==> config.mk <==
export PLATFORM = sky130hd
export DESIGN_NAME = apb_reg_completer
export DESIGN_NICKNAME = d
export VERILOG_FILES = /design/src/rtl/apb_reg_completer.sv
export SDC_FILE = /design/constraint.sdc
export NUM_CORES = 1
export LEC_CHECK = 0
export BUFFER_PORTS_ARGS = -buffer_cell sky130_fd_sc_hd__clkbuf_2
export CAP_MARGIN = 20
export CORE_ASPECT_RATIO = 1.1
export CORE_MARGIN = 5
export CORE_UTILIZATION = 55
export DETAILED_ROUTE_END_ITERATION = 7
export PLACE_DENSITY_LB_ADDON = 0.1
export SLEW_MARGIN = 25
export SYNTH_ARGS = -nofsm -noshare
export SYNTH_HDL_FRONTEND = slang
export SYNTH_SLANG_ARGS = --single-unit
==> constraint.sdc <==
create_clock -name clk -period 12.9 [get_ports clk]
set_input_delay 1.29 -clock clk [delete_from_list [all_inputs] [get_ports clk]]
set_output_delay 1.29 -clock clk [all_outputs]
set_load 0.005 [all_outputs]
==> src/rtl/apb_reg_completer.sv <==
// APB completer fronting a small register bank: NUM_REGS-1 RW control registers plus one
// RO status register, with a fixed number of wait states and error responses on bad accesses.
module apb_reg_completer #(
  parameter int                 ADDR_W      = 32,
  parameter int                 DATA_W      = 32,
  parameter int                 NUM_REGS    = 8,
  parameter logic [ADDR_W-1:0]  BASE_ADDR   = '0,
  parameter int                 WAIT_STATES = 1
) (
  input  logic                       clk,
  input  logic                       rst,
  input  logic [ADDR_W-1:0]          apb_paddr,
  input  logic                       apb_psel,
  input  logic                       apb_penable,
  input  logic                       apb_pwrite,
  input  logic [DATA_W-1:0]          apb_pwdata,
  output logic                       apb_pready,
  output logic [DATA_W-1:0]          apb_prdata,
  output logic                       apb_pslverr,
  input  logic [DATA_W-1:0]          status_in,
  output logic [NUM_REGS*DATA_W-1:0] reg_q,
  output logic [NUM_REGS-1:0]        reg_wr_pulse
);

  localparam int                IDX_W      = $clog2(NUM_REGS);
  localparam int                RO_IDX     = NUM_REGS - 1;
  localparam logic [IDX_W-1:0]  RO_IDX_I   = IDX_W'(NUM_REGS - 1);
  localparam logic [ADDR_W-1:0] WORD_BYTES = ADDR_W'(DATA_W / 8);
  localparam logic [ADDR_W-1:0] NREGS_A    = ADDR_W'(NUM_REGS);
  localparam logic [3:0]        WAIT_INIT  = 4'(WAIT_STATES);

  typedef enum logic {IDLE, ACCESS} state_t;

  state_t              state, state_nxt;
  logic [3:0]          cnt;
  logic [IDX_W-1:0]    idx_q;
  logic                wr_q;
  logic                err_q;
  logic [DATA_W-1:0]   rdata_q;
  logic [DATA_W-1:0]   regs [NUM_REGS];
  logic [NUM_REGS-1:0] pulse_q;

  logic [ADDR_W-1:0]   off;
  logic [ADDR_W-1:0]   idx_full;
  logic [IDX_W-1:0]    dec_idx;
  logic                dec_err;
  logic                setup;
  logic                ready;
  logic                done;
  logic                commit;

  // Address decode, evaluated during the setup phase only
  always_comb begin
    off      = apb_paddr - BASE_ADDR;
    idx_full = off / WORD_BYTES;
    dec_idx  = idx_full[IDX_W-1:0];
    dec_err  = (apb_paddr < BASE_ADDR) || (idx_full >= NREGS_A) ||
               ((off % WORD_BYTES) != '0) || (apb_pwrite && (dec_idx == RO_IDX_I));
  end

  assign setup  = (state == IDLE) && apb_psel && !apb_penable;
  assign ready  = (state == ACCESS) && (cnt == 4'd0);
  assign done   = ready && apb_psel && apb_penable;
  assign commit = done && wr_q && !err_q;

  always_ff @(posedge clk or posedge rst) begin
    if (rst) state <= IDLE;
    else     state <= state_nxt;
  end

  always_comb begin
    state_nxt   = state;
    apb_pready  = 1'b0;
    apb_pslverr = 1'b0;
    apb_prdata  = '0;
    case (state)
      IDLE: begin
        if (setup) state_nxt = ACCESS;
      end
      ACCESS: begin
        apb_pready  = ready;
        apb_pslverr = ready && err_q;
        apb_prdata  = ready ? rdata_q : '0;
        if (!apb_psel || done) state_nxt = IDLE;
      end
      default: state_nxt = IDLE;
    endcase
  end

  // Read data is captured at setup; illegal or write accesses return zero
  always_ff @(posedge clk or posedge rst) begin
    if (rst) begin
      cnt     <= 4'd0;
      idx_q   <= '0;
      wr_q    <= 1'b0;
      err_q   <= 1'b0;
      rdata_q <= '0;
      pulse_q <= '0;
      for (int i = 0; i < NUM_REGS; i++) regs[i] <= '0;
    end else begin
      pulse_q <= '0;
      if (setup) begin
        cnt   <= WAIT_INIT;
        idx_q <= dec_idx;
        wr_q  <= apb_pwrite;
        err_q <= dec_err;
        if (dec_err || apb_pwrite)    rdata_q <= '0;
        else if (dec_idx == RO_IDX_I) rdata_q <= status_in;
        else                          rdata_q <= regs[dec_idx];
      end else if ((state == ACCESS) && (cnt != 4'd0)) begin
        cnt <= cnt - 4'd1;
      end
      if (commit) begin
        regs[idx_q]    <= apb_pwdata;
        pulse_q[idx_q] <= 1'b1;
      end
    end
  end

  for (genvar i = 0; i < NUM_REGS; i++) begin : g_q
    assign reg_q[i*DATA_W +: DATA_W] = (i == RO_IDX) ? '0 : regs[i];
  end

  assign reg_wr_pulse = pulse_q;

endmodule

# Word level (Yosys, flattened, before mapping)
# Index checks and enable logic that the tools add are counted.
[totals]
latch_bits = 0
mem_bits_rw = 0
regBits = 306
word_cells = 71
memories = 0
in_bits = 101
mem_bits_ro = 0
output_inout_bits = 298
[op_classes]
n_addsub = 1
shifts = 0
div = 0
n_reduce_logical = 24
n_mul = 0
order_cmp = 7
muxes = 20
n_eq_ne = 1
n_bitwise = 3
[op_table]
columns = ["operator", "n"]
rows = [
  ["256-bit bitwise mux", 1],
  ["32-bit two-way mux", 7],
  ["32-bit binary-select mux with 3-bit select", 1],
  ["32-bit demux with 3-bit select", 1],
  ["32-bit by 1-bit less-than comparator with 1-bit output (second input constant)", 1],
  ["32-bit nonzero test", 1],
  ["30-bit by 4-bit greater-or-equal comparator with 1-bit output (second input constant)", 1],
  ["1-bit logical AND", 12],
  ["4-bit greater-or-equal comparator (second input constant)", 2],
  ["4-bit two-way mux", 2],
  ["8-bit two-way mux", 1],
  ["3-bit inverter with 4-bit output", 2],
  ["1-bit logical OR", 5],
  ["1-bit two-way mux", 5],
  ["4-bit zero test", 1],
  ["3-bit by 4-bit less-than comparator with 1-bit output (second input constant)", 1],
  ["4-bit by 1-bit less-than comparator with 1-bit output (second input constant)", 1],
  ["4-bit nonzero test", 1],
  ["4-bit by 1-bit subtractor with 4-bit output (second input constant)", 1],
  ["1-bit demux with 3-bit select", 1],
  ["3-bit == test (second input constant)", 1],
  ["3-bit by 1-bit greater-or-equal comparator with 1-bit output (second input constant)", 1],
  ["1-bit zero test", 3],
  ["1-bit case mux with 2 select lines", 1],
  ["other kinds (2)", 2],
]

# Logic depth before layout (Yosys ltp)
# Gate-level depths: netlist of run 1.
[logic_depth]
depth_word = 7
mapped_depth = 8
depth_no_buf = 6

# Least setup slack after synthesis of run 1
# OpenSTA, ideal clock, no wires.
[synth_path]
path_type = "input port to flip-flop"
startpoint = "in apb_penable"
endpoint = "reg regs, in the netlist reg_q[51]"
n_path_buf = 2
stages = 6
arrival_time_ns = 2.701
path_slack_ns = 10.074
setup_ns = 0.125
required_time_ns = 12.775
cell_sequence = "nand4b_1 > or3_1 > buf_2 > nor3b_4 > buf_6 > mux2_2"
[synth_between]
elab_chain_len = 3
[synth_lines]
columns = ["element", "line_no", "source"]
rows = [
  ["start, declared", "14", "input logic apb_penable,"],
  ["1-bit logical AND", "63", "assign done = ready && apb_psel && apb_penable;"],
  ["1-bit logical AND (2 in a row)", "64", "assign commit = done && wr_q && !err_q;"],
  ["end signal, assigned by index", "114", "regs[idx_q] <= apb_pwdata;"],
  ["end, declared", "40", "logic [DATA_W-1:0] regs [NUM_REGS];"],
]
# Every way passes these cells.
# A chain may end at the register's enable or synchronous reset.

# Worst setup path after layout of run 1
[layout_path]
startpoint = "reg cnt[0]"
endpoint = "out apb_prdata[0]"
[layout_between]
elab_chain_len = 4
[layout_lines]
columns = ["element", "line_no", "source"]
rows = [
  ["start, declared", "35", "logic [3:0] cnt;"],
  ["start signal, assigned", "111", "cnt <= cnt - 4'd1;"],
  ["4-bit zero test", "62", "assign ready = (state == ACCESS) && (cnt == 4'd0);"],
  ["1-bit logical AND", "62", ""],
  ["32-bit two-way mux", "83", "apb_prdata = ready ? rdata_q : '0;"],
  ["32-bit two-way mux", "76", "case (state)"],
  ["end, declared", "18", "output logic [DATA_W-1:0] apb_prdata,"],
]
# Every way passes these cells.

==> results of run 1 <==
==> registers in the layout, summed over array words and instances (netlist names) <==
signal	count
err_q	1
wr_q	1
reg_wr_pulse	8
cnt	4
idx_q	3
reg_q	224
rdata_q	32
state	1
==> power groups by stage <==
stage	clock network (mW)	logic (mW)	registers, mW
floorplan	0	0.0883	0.890
global placement	0	0.125	0.896
detailed placement	0	0.127	0.896
CTS	0.925	0.127	0.881
global route	0.964	0.141	0.882
finish	0.909	0.126	0.881
==> worst max-delay path: cells and delay by family (launching register included) <==
| kind | cells | cell delay, ns |
|---|---|---|
| AND/OR/NAND/NOR | 2 | 0.36 |
| buffers and inverters | 4 | 1.14 |
| adder cells (fa/ha/maj) | 1 | 0.18 |
| flip-flops | 1 | 0.38 |
==> cells in the final DEF (no fill, tap or decap), drive strengths merged, types with 2 or more instances in the layout <==
master,instances
clkbuf,403
and2,34
nor2,6
nor3b,3
bufinv,6
nor3,5
xor2,2
nand3,3
ha,2
dfrtp,274
nand4,3
clkinv,6
nand3b,3
o31ai,31
mux4,64
nand2,47
buf,17
mux2,224
nor4,6
o21ai,3
a21oi,2
mux2i,31
inv,9
conb,32
==> area by class of cell <==
cell class | count | area, µm² | area share [%]
timing repair buffer | 381 | 1960 | 12.5
inverter | 10 | 50.0 | 0.318
clock inverter | 12 | 216 | 1.37
tap | 352 | 440 | 2.80
clock buffer | 39 | 833 | 5.29
multi-input combinational | 511 | 5380 | 34.2
sequential | 274 | 6860 | 43.6
==> stage by stage <==
stage / hold slack, ns / setup slack (ns) / area, µm² / utilization, % / cells
floorplan: 0.440 / 4.06 / 14500 / - / 1110
finish: 0.466 / 9.00 / 15700 / 60.8 / 1579
CTS: 0.471 / 8.96 / 15700 / 60.7 / 1579
global placement: 0.451 / 8.91 / 14700 / 56.6 / 1527
detailed placement: 0.457 / 9.00 / 14700 / 56.7 / 1528
global route: 0.495 / 8.81 / 15700 / 60.8 / 1579
==> metal layers <==
metal | GRT usage [%] | routed length [µm]
met1 | 33.0 | 15100
met2 | 43.4 | 18800
met3 | 6.41 | 3060
met4 | 4.66 | 588
met5 | 0 | 7
==> kinds of logic after synthesis <==
logic type	after synthesis
xor gates and xnor gates	3
muxes	319
AOI/OAI and AO/OA	38
buffers and inverters	325
and+or+nand+nor	117
other	1
adders and majority gates	2
DFF	274
==> final timing paths <==
check / from / to / slack, ns / cells after the start
worst max-delay path: cnt[0] / apb_prdata[0] / 9.00 / 7
worst min-delay path: rdata_q[2] / rdata_q[2] / 0.47 / 2
worst max register to register: cnt[0] / reg_q[9] / 9.78 / 7
worst min register to register: rdata_q[2] / rdata_q[2] / 0.47 / 2
max in group asynchronous: rst / reg_q[211] / 10.68 / 3
min in group asynchronous: rst / reg_wr_pulse[6] / 0.87 / 2
==> flow_metrics.tcl, run 1 <==
set metrics [dict create \
    cp_max_fo 19 \
    slowest_stage "inv_1" \
    yosysWarnings 0 \
    yosys-mux-area-fraction_pct 29.8 \
    drtPass1Iterations 4 \
    crit_top_cell "inv_1" \
    cts_resized 0 \
    ys_top_cells_by_count "dfrtp_1 (274), buf_4 (266), mux2_2 (189), mux4_2 (64), nand2_1 (47)" \
    clockBufferDepth 3 \
    syn_avg_cell_area_um2 13.3 \
    min_period_ns 3.90 \
    synth.cell_area_mm2 0.0144 \
    cts_made_buffers 28 \
    htree_levels 1 \
    grt_pass1_wl_um 57200 \
    rsz0062_at_grt "false" \
    yosys.area.top_type "dfrtp_1" \
    p_int_mw 1.48 \
    arrival_ns 2.61 \
    fmax_mhz 257 \
    hold_buffers 0 \
    setup_viol 0 \
    initial_utilization_pct 55.4 \
    tns_ns 0 \
    ios 399 \
    vias 8595 \
    fillerInstances 2144 \
    dieArea_mm2 0.0294 \
    synth_compound_area_share_pct 1.91 \
    ys_seq_area_share_pct 47.7 \
    drv_slew 0 \
    synth_edf_count 0 \
    crit_path_start_kind "flip-flop" \
    num_antenna_cells 0 \
    period_share_pct 30.2 \
    first_iter_violations 374 \
    netlist_instances 1079 \
    grt_pass1_vias 9145 \
    crit_chain "inv_1 > ha_1 > nand4bb_1 > inv_1 > buf_4 > and2_1 > clkbuf_2" \
    worstMarginPinSlew_ns 0.949 \
    nNetsFinal 1309 \
    cts-root-buf "clkbuf_16" \
    synth_adder_area_share_pct 0.174 \
    outcome "finished clean" \
    drc_errors 0 \
    switchingPower_mw 0.432 \
    fp-row-count 62 \
    gp_congestion 0.763 \
    drv_cap 0 \
    required_ns 11.61 \
    relSlewSlack_pct 36.7 \
    power_frac_clock_pct 47.5 \
    core_mm2 0.0259 \
    antenna_found_initial 1 \
    netlist.area_leader.share_pct 47.7 \
    die_y_um 179 \
    post_cts_buffers 0 \
    pwr-share-comb_pct 6.6 \
    synthSimpleGateAreaFrac_pct 4.51 \
    seqPwrFrac_pct 46.0 \
    hold_viol_final 0 \
    ys_types 39 \
    ys.flop_type "dfrtp_1" \
    power.share.switching_pct 22.5 \
    endpoint_kind "output port" \
    cts_tree "done" \
    criticalPathCategory "flip-flop to output port" \
    async_flop_share_pct 100 \
    cellLeakagePower_nw 8.44 \
    synth_xor_area_share_pct 0.183 \
    io_buffer_count 366 \
    path_clk_slew_ns 0.06 \
    area_growth_syn_to_layout_pct 9.61 \
    overflow 0 \
    ant_nets 0 \
    p_per_area_mw_per_mm2 122 \
    grt_max_degree 145 \
    yosys-top-cells-area "dfrtp_1 (48%), mux2_2 (15%), buf_4 (14%)" \
    hpwlAfterDp_um 25900 \
    grt_util_all_layers_pct 25.3 \
    fp.dieW_um 164 \
    synth_top_family_by_area "multiplexers" \
    drive_gt1_share_pct 56.2 \
    post-synth-top-count-cell "dfrtp_1" \
    ys_ff_latch 274 \
    min_path_type "flip-flop to flip-flop" \
    wl_per_cell_um 23.8 \
    finClkSkew_ns 0.0139 \
    cts.sinks 274 \
    cpPeakStageDelay_ns 0.51 \
    routed_wl_um 37500 \
    vdd_drop_max_mv 0.0949 \
    p_total_mw 1.92 \
    clock_latency_ns 0.54 \
    vias_per_cell 5.44 \
]
Power figures use the tool's default switching activity.
==> inputs of run 2 (changes only) <==
--- a/config.mk
+++ b/config.mk
@@ -5,11 +5,12 @@
 export SDC_FILE = /design/constraint.sdc
 export NUM_CORES = 1
 export LEC_CHECK = 0
+export ABC_AREA = 1
 export BUFFER_PORTS_ARGS = -buffer_cell sky130_fd_sc_hd__clkbuf_2
 export CAP_MARGIN = 20
 export CORE_ASPECT_RATIO = 1.1
 export CORE_MARGIN = 5
-export CORE_UTILIZATION = 55
+export CORE_UTILIZATION = 49
 export DETAILED_ROUTE_END_ITERATION = 7
 export PLACE_DENSITY_LB_ADDON = 0.1
 export SLEW_MARGIN = 25
==> constraint.sdc (replaced) <==
create_clock -name clk -period 3.4 [get_ports clk]
set_input_delay 0.34 -clock clk [delete_from_list [all_inputs] [get_ports clk]]
set_output_delay 0.34 -clock clk [all_outputs]
set_load 0.005 [all_outputs]
==> run 2 against run 1 <==
Against the previous run: cell area is 9.1% higher; routed wire length grew 24%; power increased to 4.1 times the previous value; critical path type unchanged; highest routed layer unchanged.
==> flow_metrics.tcl, run 2 <==
set metrics [dict create \
    wl_per_cell_um 17.1 \
    grt_util_all_layers_pct 25.2 \
    final_core_util_pct 53.5 \
    cts.sinks 274 \
    antenna_found_initial 1 \
    finClkSkew_ns 0.0138 \
    nNetsFinal 2378 \
    ios 399 \
    crit_start "cnt[0]" \
    switchingPower_mw 2.14 \
    htree_levels 1 \
    rsz0062_at_grt "false" \
    criticalPathCategory "flip-flop to output port" \
    cts_tree "done" \
    min_period_ns 2.56 \
    final_common_cell "nand2_1" \
    setup_viol 0 \
    synth_edf_count 0 \
    synth_top_family_by_area "simple AND/OR/NAND/NOR gates" \
    r2r_slack_ns 1.04 \
    largest_reg_flops 224 \
    required_ns 3.06 \
    crit_path_end "apb_prdata[6]" \
    routed_wl_um 46500 \
    regToRegStartpoint "cnt[0]" \
    p_total_mw 7.89 \
    drv_slew 0 \
    drtPass1Iterations 5 \
    cts_resized 0 \
    drc_errors 0 \
    synth.cell_area_mm2 0.0159 \
    yosys-top-cells-area "dfrtp_1 (43%), nand2_1 (17%), buf_4 (13%)" \
    async_flop_share_pct 100 \
    crit_path_start_kind "flip-flop" \
    grt_pass1_wl_um 72700 \
    drv_cap 0 \
    fp.dieW_um 182 \
    power_frac_clock_pct 42.5 \
    yosys.area.top_type "dfrtp_1" \
    post-synth-top-count-cell "nand2_1" \
    ff2ff_path_depth 8 \
    vias_per_cell 4.85 \
    die_y_um 199 \
    p_per_area_mw_per_mm2 460 \
    clockBufferDepth 3 \
    power.share.switching_pct 27.1 \
    vdd_drop_max_mv 0.374 \
    seqPwrFrac_pct 45.0 \
    cp_max_fo 34 \
    outcome "finished clean" \
    ys_seq_area_share_pct 43.2 \
    endpoint_kind "output port" \
    fmax_mhz 390 \
    io_buffer_count 366 \
    fp-row-count 69 \
    syn_avg_cell_area_um2 7.28 \
    ys_types 25 \
    netlist_instances 2178 \
    fillerInstances 3216 \
    clock_latency_ns 0.56 \
    gp_congestion 0.856 \
    overflow 0 \
    core_mm2 0.0321 \
    synth_adder_area_share_pct 0.158 \
    hold_viol_final 0 \
    tns_ns 0 \
    ys.flop_type "dfrtp_1" \
    p_int_mw 5.75 \
    worstMarginPinSlew_ns 0.980 \
    yosys-mux-area-fraction_pct 0 \
    cts-root-buf "clkbuf_16" \
    pwr-share-comb_pct 12.5 \
    num_antenna_cells 0 \
    path_clk_slew_ns 0.06 \
    min_path_type "primary input to flip-flop" \
    synthSimpleGateAreaFrac_pct 24.7 \
    hpwlAfterDp_um 31600 \
    area_growth_syn_to_layout_pct 8.29 \
    synth_xor_area_share_pct 0 \
    cts_made_buffers 30 \
    ant_nets 0 \
    layout_common_cells "nand2_1 (721), clkbuf_2 (364), inv_1 (333)" \
    rr_endpoint "reg_q[25]" \
    initial_utilization_pct 49.4 \
    cellLeakagePower_nw 9.50 \
    ys_top_cells_by_count "nand2_1 (721), inv_1 (335), dfrtp_1 (274), buf_4 (264), o21ai_1 (224)" \
    vias 13225 \
    arrival_ns 2.22 \
    netlist.area_leader.share_pct 43.2 \
    synth_compound_area_share_pct 7.47 \
    first_iter_violations 1044 \
    period_share_pct 75.3 \
    drive_gt1_share_pct 20.4 \
    grt_max_degree 130 \
    grt_pass1_vias 12629 \
    relSlewSlack_pct 34.7 \
    ys_ff_latch 274 \
    dieArea_mm2 0.0361 \
    yosysWarnings 0 \
]
==> run 2: per-layer routing <==
layer / part of all wire [%] / track usage (%) / wire, µm
met1: 43 / 34.4 / 20000
met2: 48 / 41.8 / 22100
met3: 6.9 / 4.57 / 3210
met4: 2.5 / 6.98 / 1180
met5: 0.026 / 0 / 12
==> run 2: critical path, stage by stage (launching register included) <==
cell	delay, ns
dfrtp_1	0.37
inv_1	0.11
ha_1	0.23
nand4_4	0.15
buf_4	0.30
nor2_1	0.31
clkbuf_2	0.19
==> run 2: worst min-delay path by stage <==
stage          startpoint   endpoint  slack, ns  depth (start not counted)
2_1_floorplan      cnt[3]     cnt[3]       0.43                          1
3_3_place_gp       cnt[3]     cnt[3]       0.45                          1
3_5_place_dp          rst  reg_q[83]       0.39                          2
4_1_cts          apb_psel      state       0.04                          2
5_1_grt          apb_psel      state       0.05                          2
6_report         apb_psel      state       0.06                          2
==> run 2: power groups by stage <==
stage / registers (mW) / logic, mW / clock network, mW
after CTS: 3.55 / 1.00 / 3.42
after floorplan: 3.56 / 0.801 / 0
after global placement: 3.61 / 0.978 / 0
final: 3.55 / 0.988 / 3.35
after global routing: 3.57 / 1.13 / 3.56
after detailed placement: 3.61 / 0.997 / 0
==> run 2: through the flow <==
| stage | instance area (µm²) | worst slack, ns | std cells | hold WS [ns] |
|---|---|---|---|---|
| 5_1_grt | 17200 | 0.758 | 2725 | 0.0466 |
| 2_1_floorplan | 16000 | -0.563 | 2209 | 0.433 |
| 3_3_place_gp | 16100 | 1.05 | 2666 | 0.451 |
| 3_5_place_dp | 16100 | 1.02 | 2667 | 0.387 |
| 4_1_cts | 17200 | 0.816 | 2725 | 0.0351 |
| 6_report | 17200 | 0.839 | 2725 | 0.0622 |
==> run 2: layout make-up <==
| cell class | count | area (µm²) | share of cell area [%] |
|---|---|---|---|
| clock buffer | 45 | 908 | 5.29 |
| clock inverter | 11 | 114 | 0.663 |
| inverter | 337 | 1270 | 7.40 |
| multi-input combinational | 1230 | 5260 | 30.7 |
| sequential | 274 | 6860 | 39.9 |
| tap | 426 | 533 | 3.10 |
| timing repair buffer | 402 | 2220 | 12.9 |
==> run 2: cells by family after synthesis <==
group,Yosys count
fa+ha+maj,2
simple gates,960
buf+inv,705
other cells,1
flops,274
compound gates,236
==> run 2: timing repair <==
item | 4_1_cts | 5_1_grt
buffers inserted | 0 | 0
hold buffers | 2 | 0
hold endpoints to repair | 16 | 0
==> inputs of run 3 (changes only) <==
--- a/config.mk
+++ b/config.mk
@@ -5,12 +5,12 @@
 export SDC_FILE = /design/constraint.sdc
 export NUM_CORES = 1
 export LEC_CHECK = 0
-export ABC_AREA = 1
+export ABC_AREA = 0
 export BUFFER_PORTS_ARGS = -buffer_cell sky130_fd_sc_hd__clkbuf_2
 export CAP_MARGIN = 20
 export CORE_ASPECT_RATIO = 1.1
 export CORE_MARGIN = 5
-export CORE_UTILIZATION = 49
+export CORE_UTILIZATION = 53
 export DETAILED_ROUTE_END_ITERATION = 7
 export PLACE_DENSITY_LB_ADDON = 0.1
 export SLEW_MARGIN = 25
==> constraint.sdc (replaced) <==
create_clock -name clk -period 2.7 [get_ports clk]
set_input_delay 0.27 -clock clk [delete_from_list [all_inputs] [get_ports clk]]
set_output_delay 0.27 -clock clk [all_outputs]
set_load 0.005 [all_outputs]
==> run 3 against run 2 <==
Against the previous run: sequential share of layout area rose by 3.0 points; combinational power is 37% lower; clock power increased by 25%; count of clock-buffer cells in the layout fell by 3; routed wire length decreased by 20%; via count decreased by 34%; worst hold slack got worse by 0.013 ns; critical path depth is 1 higher; largest power group unchanged.
==> flow_metrics.tcl, run 3 (synthesized netlist as in run 1, its figures left out) <==
set metrics [dict create \
    outcome "finished clean" \
    tns_ns 0 \
    core_mm2 0.0269 \
    htree_levels 1 \
    first_iter_violations 486 \
    crit_chain "inv_1 > ha_1 > nand4bb_1 > clkinvlp_4 > buf_4 > and2_1 > clkbuf_2" \
    fp-row-count 63 \
    relSlewSlack_pct 49.8 \
    grt_max_degree 82 \
    initial_utilization_pct 53.4 \
    cts.sinks 274 \
    slowest_stage "dfrtp_1" \
    crit_path_start_kind "flip-flop" \
    p_per_area_mw_per_mm2 564 \
    overflow 0 \
    drive_gt1_share_pct 56.6 \
    min_path_type "primary input to flip-flop" \
    period_share_pct 95.0 \
    grt_util_all_layers_pct 23.9 \
    drtPass1Iterations 4 \
    die_y_um 183 \
    fmax_mhz 390 \
    worst_slack_ns 0.135 \
    arrival_ns 2.29 \
    cts-root-buf "clkbuf_16" \
    vias 8666 \
    finClkSkew_ns 0.0148 \
    wl_per_cell_um 23.0 \
    cts_tree "done" \
    drv_slew 0 \
    clockBufferDepth 3 \
    pre_cts_ws_ns 0.245 \
    cpPeakStageDelay_ns 0.34 \
    dieArea_mm2 0.0305 \
    routed_wl_um 37000 \
    cellLeakagePower_nw 8.53 \
    final_common_cell "clkbuf_2" \
    criticalPathCategory "flip-flop to output port" \
    hold_viol_final 0 \
    layout.cells.non_filler 1606 \
    vdd_drop_max_mv 0.549 \
    path_clk_slew_ns 0.06 \
    antenna_found_initial 2 \
    cts_made_buffers 29 \
    post_cts_buffers 0 \
    cp_max_fo 13 \
    worstMarginPinSlew_ns 0.753 \
    drv_cap 0 \
    grt_pass1_wl_um 57000 \
    critical-path-top-delay-family "buffers and inverters" \
    min_period_ns 2.56 \
    drc_errors 0 \
    worst-path-buf-inv 4 \
    fp.dieW_um 167 \
    required_ns 2.43 \
    io_buffer_count 366 \
    dp_cells 1549 \
    nNetsFinal 1330 \
    rsz0062_at_grt "false" \
    ant_nets 0 \
    largest_reg_flops 224 \
    endpoint_kind "output port" \
    clock_latency_ns 0.54 \
    vias_per_cell 5.40 \
    ios 399 \
    layout_common_cells "clkbuf_2 (364), dfrtp_1 (274), mux2_2 (189)" \
    gp_congestion 0.783 \
    grt_pass1_vias 9130 \
    area_growth_syn_to_layout_pct 11.3 \
    setup_viol 0 \
    hpwlAfterDp_um 25500 \
]
run 3: cell types whose count changed in the layout (fill, tap and decap cells not counted), sizes merged, moves of 5 or more:
cell,previous run,this run
inv,336,9
nor3,0,5
mux2i,0,31
mux4,0,64
nor4,0,6
nand2,721,47
mux2,0,224
nor2,61,6
and2,0,34
nand3,174,3
o21ai,231,3
o31ai,0,31
run 3: worst paths after layout:
kind	startpoint	to	slack, ns	depth (start not counted)
setup / recovery	cnt[0]	apb_prdata[7]	0.14	7
hold / removal	apb_pwdata[26]	reg_q[154]	0.05	2
setup reg to reg	cnt[0]	reg_q[34]	0.14	7
hold reg to reg	rdata_q[7]	rdata_q[7]	0.47	2
max in group asynchronous	rst	reg_q[133]	1.56	4
min in group asynchronous	rst	reg_q[185]	0.32	3
run 3: worst reg2reg max path, delay by kind of cell, from the launching register on:
family,cells,cell delay [ns]
and+or+nand+nor,3,1.11
DFF,1,0.38
buffers and inverters,2,0.38
adders and majority gates,1,0.18
muxes,1,0.40
run 3: power breakdown:
group          total [mW]  switching [mW]  internal (mW)
Sequential           4.21          0.0544           4.15
Combinational       0.623           0.381          0.242
Clock                4.19            1.62           2.56
Total                9.02            2.06           6.96
run 3: what timing repair did:
action,in CTS,in global routing
hold endpoints to repair,17,0
resized for setup,0,1
setup endpoints to repair,0,23
hold buffers,4,0
run 3: layout make-up:
type / count / area, µm²
Inverter: 10 / 45.0
Timing Repair Buffer: 401 / 2250
Fill cell: 2284 / 10900
Multi-Input combinational cell: 511 / 5380
Clock buffer: 42 / 855
Antenna cell: 1 / 2.50
Sequential cell: 274 / 6860
Clock inverter: 10 / 154
Tap cell: 357 / 447
run 3: metrics by stage:
stage	cell area [µm²]	utilization, %	hold WS, ns	total power, mW
2_1_floorplan	14500	-	0.372	4.68
3_3_place_gp	14900	55.5	0.339	4.90
3_5_place_dp	14900	55.5	0.340	4.91
4_1_cts	16000	59.4	0.0294	9.12
5_1_grt	16000	59.5	0.0481	9.36
6_report	16000	59.5	0.0495	9.02
run 3: metal layers:
layer | vias to the layer above | wire length [µm] | GRT usage (%)
met1 | 4494 | 15200 | 31.8
li1 | 3817 | - | -
met5 | - | 13 | 0
met2 | 305 | 18300 | 40.2
met3 | 48 | 2600 | 5.55
met4 | 2 | 909 | 5.89
